**src/rtl/posit_decode_pipe.sv**
```systemverilog
// Two-stage posit decoder: sign/magnitude/special flags, then regime/exponent/fraction.
// Latency 2 cycles, 1 result/cycle; a stalled output holds both stages and drops in_ready.
module posit_decode_pipe #(
  parameter int N  = 8,
  parameter int ES = 0,
  localparam int FRAC_W  = N - 3 - ES,
  localparam int SCALE_W = $clog2(N) + ES + 1
) (
  input  logic               clk,
  input  logic               rst_n,
  input  logic               in_valid,
  output logic               in_ready,
  input  logic [N-1:0]       in_posit,
  output logic               out_valid,
  input  logic               out_ready,
  output logic               out_sign,
  output logic [SCALE_W-1:0] out_scale,
  output logic [FRAC_W-1:0]  out_frac,
  output logic               out_zero,
  output logic               out_nar
);

  localparam int RUN_W = $clog2(N) + 1;

  logic         s1_valid;
  logic         s1_sign;
  logic         s1_zero;
  logic         s1_nar;
  logic [N-2:0] s1_mag;

  logic         s2_valid;
  logic         s1_load;
  logic         s2_load;

  logic         low_zero;
  logic [N-2:0] mag_in;

  logic               run_bit;
  logic               run_stop;
  logic [RUN_W-1:0]   run_len;
  logic [RUN_W-1:0]   run_shift;
  logic [N-2:0]       post_regime;
  logic [SCALE_W-1:0] run_ext;
  logic [SCALE_W-1:0] k_val;
  logic [SCALE_W-1:0] scale_d;
  logic [FRAC_W-1:0]  frac_d;

  assign s2_load  = !s2_valid || out_ready;
  assign s1_load  = !s1_valid || s2_load;
  assign in_ready = s1_load;

  // Negative posits are decoded from their two's complement; the top bit drops out.
  assign low_zero = ~|in_posit[N-2:0];
  assign mag_in   = in_posit[N-1] ? (~in_posit[N-2:0] + 1'b1) : in_posit[N-2:0];

  always_ff @(posedge clk or negedge rst_n) begin
    if (!rst_n) begin
      s1_valid <= 1'b0;
      s1_sign  <= 1'b0;
      s1_zero  <= 1'b0;
      s1_nar   <= 1'b0;
      s1_mag   <= '0;
    end else begin
      if (s1_load) s1_valid <= in_valid;
      if (s1_load && in_valid) begin
        s1_sign <= in_posit[N-1];
        s1_zero <= low_zero && !in_posit[N-1];
        s1_nar  <= low_zero && in_posit[N-1];
        s1_mag  <= mag_in;
      end
    end
  end

  // Regime run length from the magnitude MSB downwards.
  always_comb begin
    run_bit  = s1_mag[N-2];
    run_len  = '0;
    run_stop = 1'b0;
    for (int i = N - 2; i >= 0; i--) begin
      if (!run_stop) begin
        if (s1_mag[i] == run_bit) run_len = run_len + 1'b1;
        else                      run_stop = 1'b1;
      end
    end
  end

  // Shifting out regime plus terminator leaves exponent then fraction at the top.
  always_comb begin
    run_shift   = run_len + 1'b1;
    post_regime = s1_mag << run_shift;
    run_ext     = SCALE_W'(run_len);
    k_val       = run_bit ? (run_ext - 1'b1) : (~run_ext + 1'b1);
    scale_d     = (k_val << ES) | SCALE_W'(post_regime >> (N - 1 - ES));
    frac_d      = post_regime[N-2-ES -: FRAC_W];
    if (s1_zero || s1_nar) begin
      scale_d = '0;
      frac_d  = '0;
    end
  end

  always_ff @(posedge clk or negedge rst_n) begin
    if (!rst_n) begin
      s2_valid  <= 1'b0;
      out_sign  <= 1'b0;
      out_scale <= '0;
      out_frac  <= '0;
      out_zero  <= 1'b0;
      out_nar   <= 1'b0;
    end else begin
      if (s2_load) s2_valid <= s1_valid;
      if (s2_load && s1_valid) begin
        out_sign  <= s1_sign;
        out_scale <= scale_d;
        out_frac  <= frac_d;
        out_zero  <= s1_zero;
        out_nar   <= s1_nar;
      end
    end
  end

  assign out_valid = s2_valid;

endmodule

```
**config.mk**
```make
export PLATFORM = sky130hd
export DESIGN_NAME = posit_decode_pipe
export DESIGN_NICKNAME = d
export VERILOG_FILES = /design/src/rtl/posit_decode_pipe.sv
export SDC_FILE = /design/constraint.sdc
export NUM_CORES = 1
export LEC_CHECK = 0
export BUFFER_PORTS_ARGS = -buffer_cell sky130_fd_sc_hd__buf_2
export CAP_MARGIN = 30
export CORE_MARGIN = 4
export CORE_UTILIZATION = 62
export CTS_BUF_LIST = sky130_fd_sc_hd__clkbuf_4 sky130_fd_sc_hd__clkbuf_8
export DETAILED_ROUTE_END_ITERATION = 8
export PLACE_DENSITY = 0.87
export SLEW_MARGIN = 40
export SYNTH_ARGS = -nofsm -noshare
export SYNTH_HDL_FRONTEND = slang
export SYNTH_SLANG_ARGS = --single-unit
```
**constraint.sdc**
```tcl
create_clock -name clk -period 5.9 [get_ports clk]
set_input_delay 1.475 -clock clk [delete_from_list [all_inputs] [get_ports clk]]
set_output_delay 1.475 -clock clk [all_outputs]
set_load 0.005 [all_outputs]
```
* Word-level counts from Yosys, hierarchy flattened
Cells that the tools add are included.
** Storage, ports and cells
- Flip-flop bits (word level) :: 24
- Input port bits :: 12
- Output and inout port bits :: 14
- Logic and storage cells :: 65
** Cells by class
- Add/subtract/negate cells :: 9
- Equality and inequality tests :: 6
- Shift-type cells :: 1
- Mux-type cells :: 24
- Bitwise logic cells :: 2
- Reductions and logical operators :: 12
** Operators by type and width (count)
- $mux 4 :: 12
- $add 4x1->4 const B :: 7
- $mux 1 :: 9
- $add 7x1->7 const B :: 1
- $mux 7 :: 1
- $not 7->7 :: 1
- $reduce_or 7->1 :: 1
- $shl 7x4->7 :: 1
- $eq 1x1->1 :: 6
- $mux 5 :: 1
- $logic_and 1x1->1 :: 4
- $logic_not 1->1 :: 4
- $not 4->4 :: 1
- $sub 4x1->4 const B :: 1
- $logic_or 1x1->1 :: 3
- $mux 2 :: 1

* Longest topological paths before layout
- Depth in word-level cells :: 21
- Mapped depth :: 12
- Depth with buffers taken out :: 11

* Worst setup path after synthesis
No wires, ideal clock.
- Path kind :: in2out
- Start :: in out_ready
- End :: out in_ready
- Data arrival time :: 1670 ps
- Required time :: 4425 ps
- Slack :: 2755 ps
- Stages :: 1
- Buffers on the path :: 0
- Cell sequence :: nand3b_1
** On the way
- Word-level cells in the longest chain between the ends :: 2
** Ends and longest elaborated chain
- start, declared :: line 15 : input logic out_ready,
- $logic_or 1x1->1 :: line 48 : assign s2_load = !s2_valid || out_ready;
- $logic_or 1x1->1 :: line 49 : assign s1_load = !s1_valid || s2_load;
- end, declared :: line 12 : output logic in_ready,
No other way between the ends.

* Worst setup path after layout
Ends and elaborated chain as after synthesis.

==> impl_metrics.yaml <==
final_layout:
  final_design_area_no_fill_um2: 1710
  drive_gt1_frac: 0.212
  fin_nets: 209
  fill_cells: 180
  syn_to_final_growth_pct: 10.6
  fin_util: 0.744
  antenna_cells: 0
yosys:
  synthArstFlopShare: 1.00
  ys_ff_latch: 24
  syn-cell-area_um2: 1550
  synth.avg_cell_area_um2: 8.88
  syn_inst: 174
  seq_area_frac_synth: 0.389
  yosysWarnings: 0
  syn-num-nets: 189
  synth-main-ff-cell: "dfrtp_1"
  ys_types: 45
  synth_edf_count: 0
placement:
  dp_hpwl_mm: 2.43
  post-place-ws_ns: 2.49
  placed_cell_area_um2: 1660
  portBuffers: 25
  place.gp.congestion: 0.855
drt:
  drc_errors: 0
  vias: 1355
  vias_per_cell: 6.13
  drtAntennaViolNets: 0
  drtPass1Iterations: 4
  wl_per_cell_um: 15.0
  wirelength_mm: 3.32
  drt_iter0_markers: 48
critical_path:
  cp_data_required_time_ns: 4.43
  reg2reg_from: "s1_mag[6]$_DFFE_PN0P_"
  cp-startpoint: "out_ready"
  r2r-end: "out_frac[2]$_DFFE_PN0P_"
  rrSetupSlack_ns: 2.94
  cp-end-kind: "output pin"
  critPathMaxFanout: 4
  worstSetupPathType: "input pin to output pin"
  reg2reg_depth: 8
  cp.arrival_ns: 1.94
  startpoint_type: "input pin"
timing:
  fin_setup_tns_ns: 0
  rsz0062_at_grt: "false"
  finalCritPeriodShare: 0.580
  setup_violations: 0
  slew_violations: 0
  max_freq_mhz: 292
  hold_viol_final: 0
  period_needed_ns: 3.42
  tightest_slew_ns: 0.573
  max_slew_margin: 0.618
  clock_skew_ns: 0.00630
  fin_ws_ns: 2.48
job:
  max_cap_violations: 0
worst_hold_path:
  whs_path_depth: 2
  hp-start: "s1_sign$_DFFE_PN0P_"
  min_path_type: "flip-flop to flip-flop"
  min_to: "s1_sign$_DFFE_PN0P_"
die:
  die_w_um: 57.9
  core_area_um2: 2300
  initial_core_util: 0.673
  pin_count: 26
  dieArea_um2: 3360
  num_rows: 17
  dieHeight_um: 57.9
power:
  irDropWorstVdd_mv: 0.204
  power.total_mw: 0.618
  leakage_nw: 0.809
  p_per_area_nw_per_um2: 362
global_routing:
  grt_pass1_wl_mm: 5.71
  globalRouteMet3Util: 0.0290
  antenna_found_initial: 0
  overflow: 0
  grt_start_max_net_pins: 25
  use_met1: 0.262
  grt.busiest_layer: "met2"
  grt_pass1_vias: 1320
  met2_usage: 0.385
  grt_usage: 0.214
cts:
  root_buffer: "clkbuf_4"
  clk_pin_slew_ns: 0.13
  cts_buffers: 3
  cts.sinks: 24
  cts-resized-gates: 0
  insertion_delay_ns: 0.32
  clockBufferDepth: 2
  ctsHtreeMaxLevel: 1
  post-cts-setup-buffers: 0
  cts_tree: "done"
  hold_buffers: 0
run_status:
  outcome: "finished, final reports clean"
## critical path, stage by stage
cell and delay [ns]:
buf_2 0.10, nand3b_1 0.21, buf_2 0.16
## final cells by class
cell class / count / area [um2] / area share
sequential: 24 / 601 / 0.351
inverter: 5 / 18.8 / 0.0110
clock inverter: 1 / 30.0 / 0.0176
tap: 28 / 35.0 / 0.0205
timing repair buffer: 25 / 125 / 0.0732
clock buffer: 3 / 22.5 / 0.0132
multi-input combinational: 135 / 877 / 0.513
## power breakdown
part	internal (mW)	leakage, nW	switching, mW
clock	0.0687	0.0279	0.0525
sequential	0.201	0.301	0.0397
combinational	0.119	0.480	0.137
total	0.389	0.809	0.229
## routing by layer
layer | routed length, um | part of all wire
met3 | 189 | 0.057
met2 | 1660 | 0.50
met1 | 1430 | 0.43
met4 | 45 | 0.014
met5 | 0 | 0
## Yosys cell counts, types with 2 or more instances
master,count,area [um2]
ha_1,3,37.5
a21o_1,3,22.5
nand2b_1,6,37.5
nand4_1,2,12.5
clkbuf_1,6,22.5
nor2_1,11,41.3
nand3_1,4,20.0
o31ai_1,3,22.5
nand3b_1,2,15.0
or4_1,3,22.5
xor2_1,6,52.6
a21oi_1,10,50.1
buf_2,2,10.0
dfrtp_1,24,601
xnor2_1,6,52.6
or3_1,2,12.5
a22oi_1,2,15.0
nand2_1,29,109
inv_1,5,18.8
mux2_2,5,56.3
mux2i_1,3,30.0
o21ai_0,14,70.1
## metrics by stage
step	std cells	hold WS [ns]
CTS	221	0.509
detailed placement	217	0.478
global route	221	0.536
finish	221	0.498
floorplan	174	0.442
global placement	217	0.455
## sequential cells by signal, indices dropped and copies added, names as in the netlist
signal,flops
out_scale,4
s1_nar,1
out_sign,1
s1_mag,7
out_nar,1
out_zero,1
out_valid,1
s1_sign,1
s1_valid,1
out_frac,5
s1_zero,1
## layout by cell type (no fill, tap or decap), drive strengths merged, types with 3 or more instances in the layout
master,n
ha,3
nand2,29
inv,5
xnor2,6
a21oi,10
nand2b,6
o31ai,3
mux2,5
mux2i,3
o21ai,14
nand3,4
dfrtp,24
a21o,3
nor2,11
xor2,6
or4,3
buf,25
clkbuf,3
## cell families (layout without fill, tap and decap cells)
kind of cell,Yosys count,count (layout),share of synthesized area
AOI/OAI and AO/OA,45,45,0.204
and+or+nand+nor,67,67,0.215
DFF,24,24,0.389
adders and majority gates,3,3,0.0243
muxes,8,8,0.0559
xor gates and xnor gates,12,12,0.0680
buffers and inverters,15,34,0.0437
## how the worst max path moves through the flow
stage | endpoint
floorplan | in_ready
global placement | in_ready
detailed placement | in_ready
CTS | in_ready
global route | in_ready
finish | in_ready
Power figures use the tool's default switching activity.
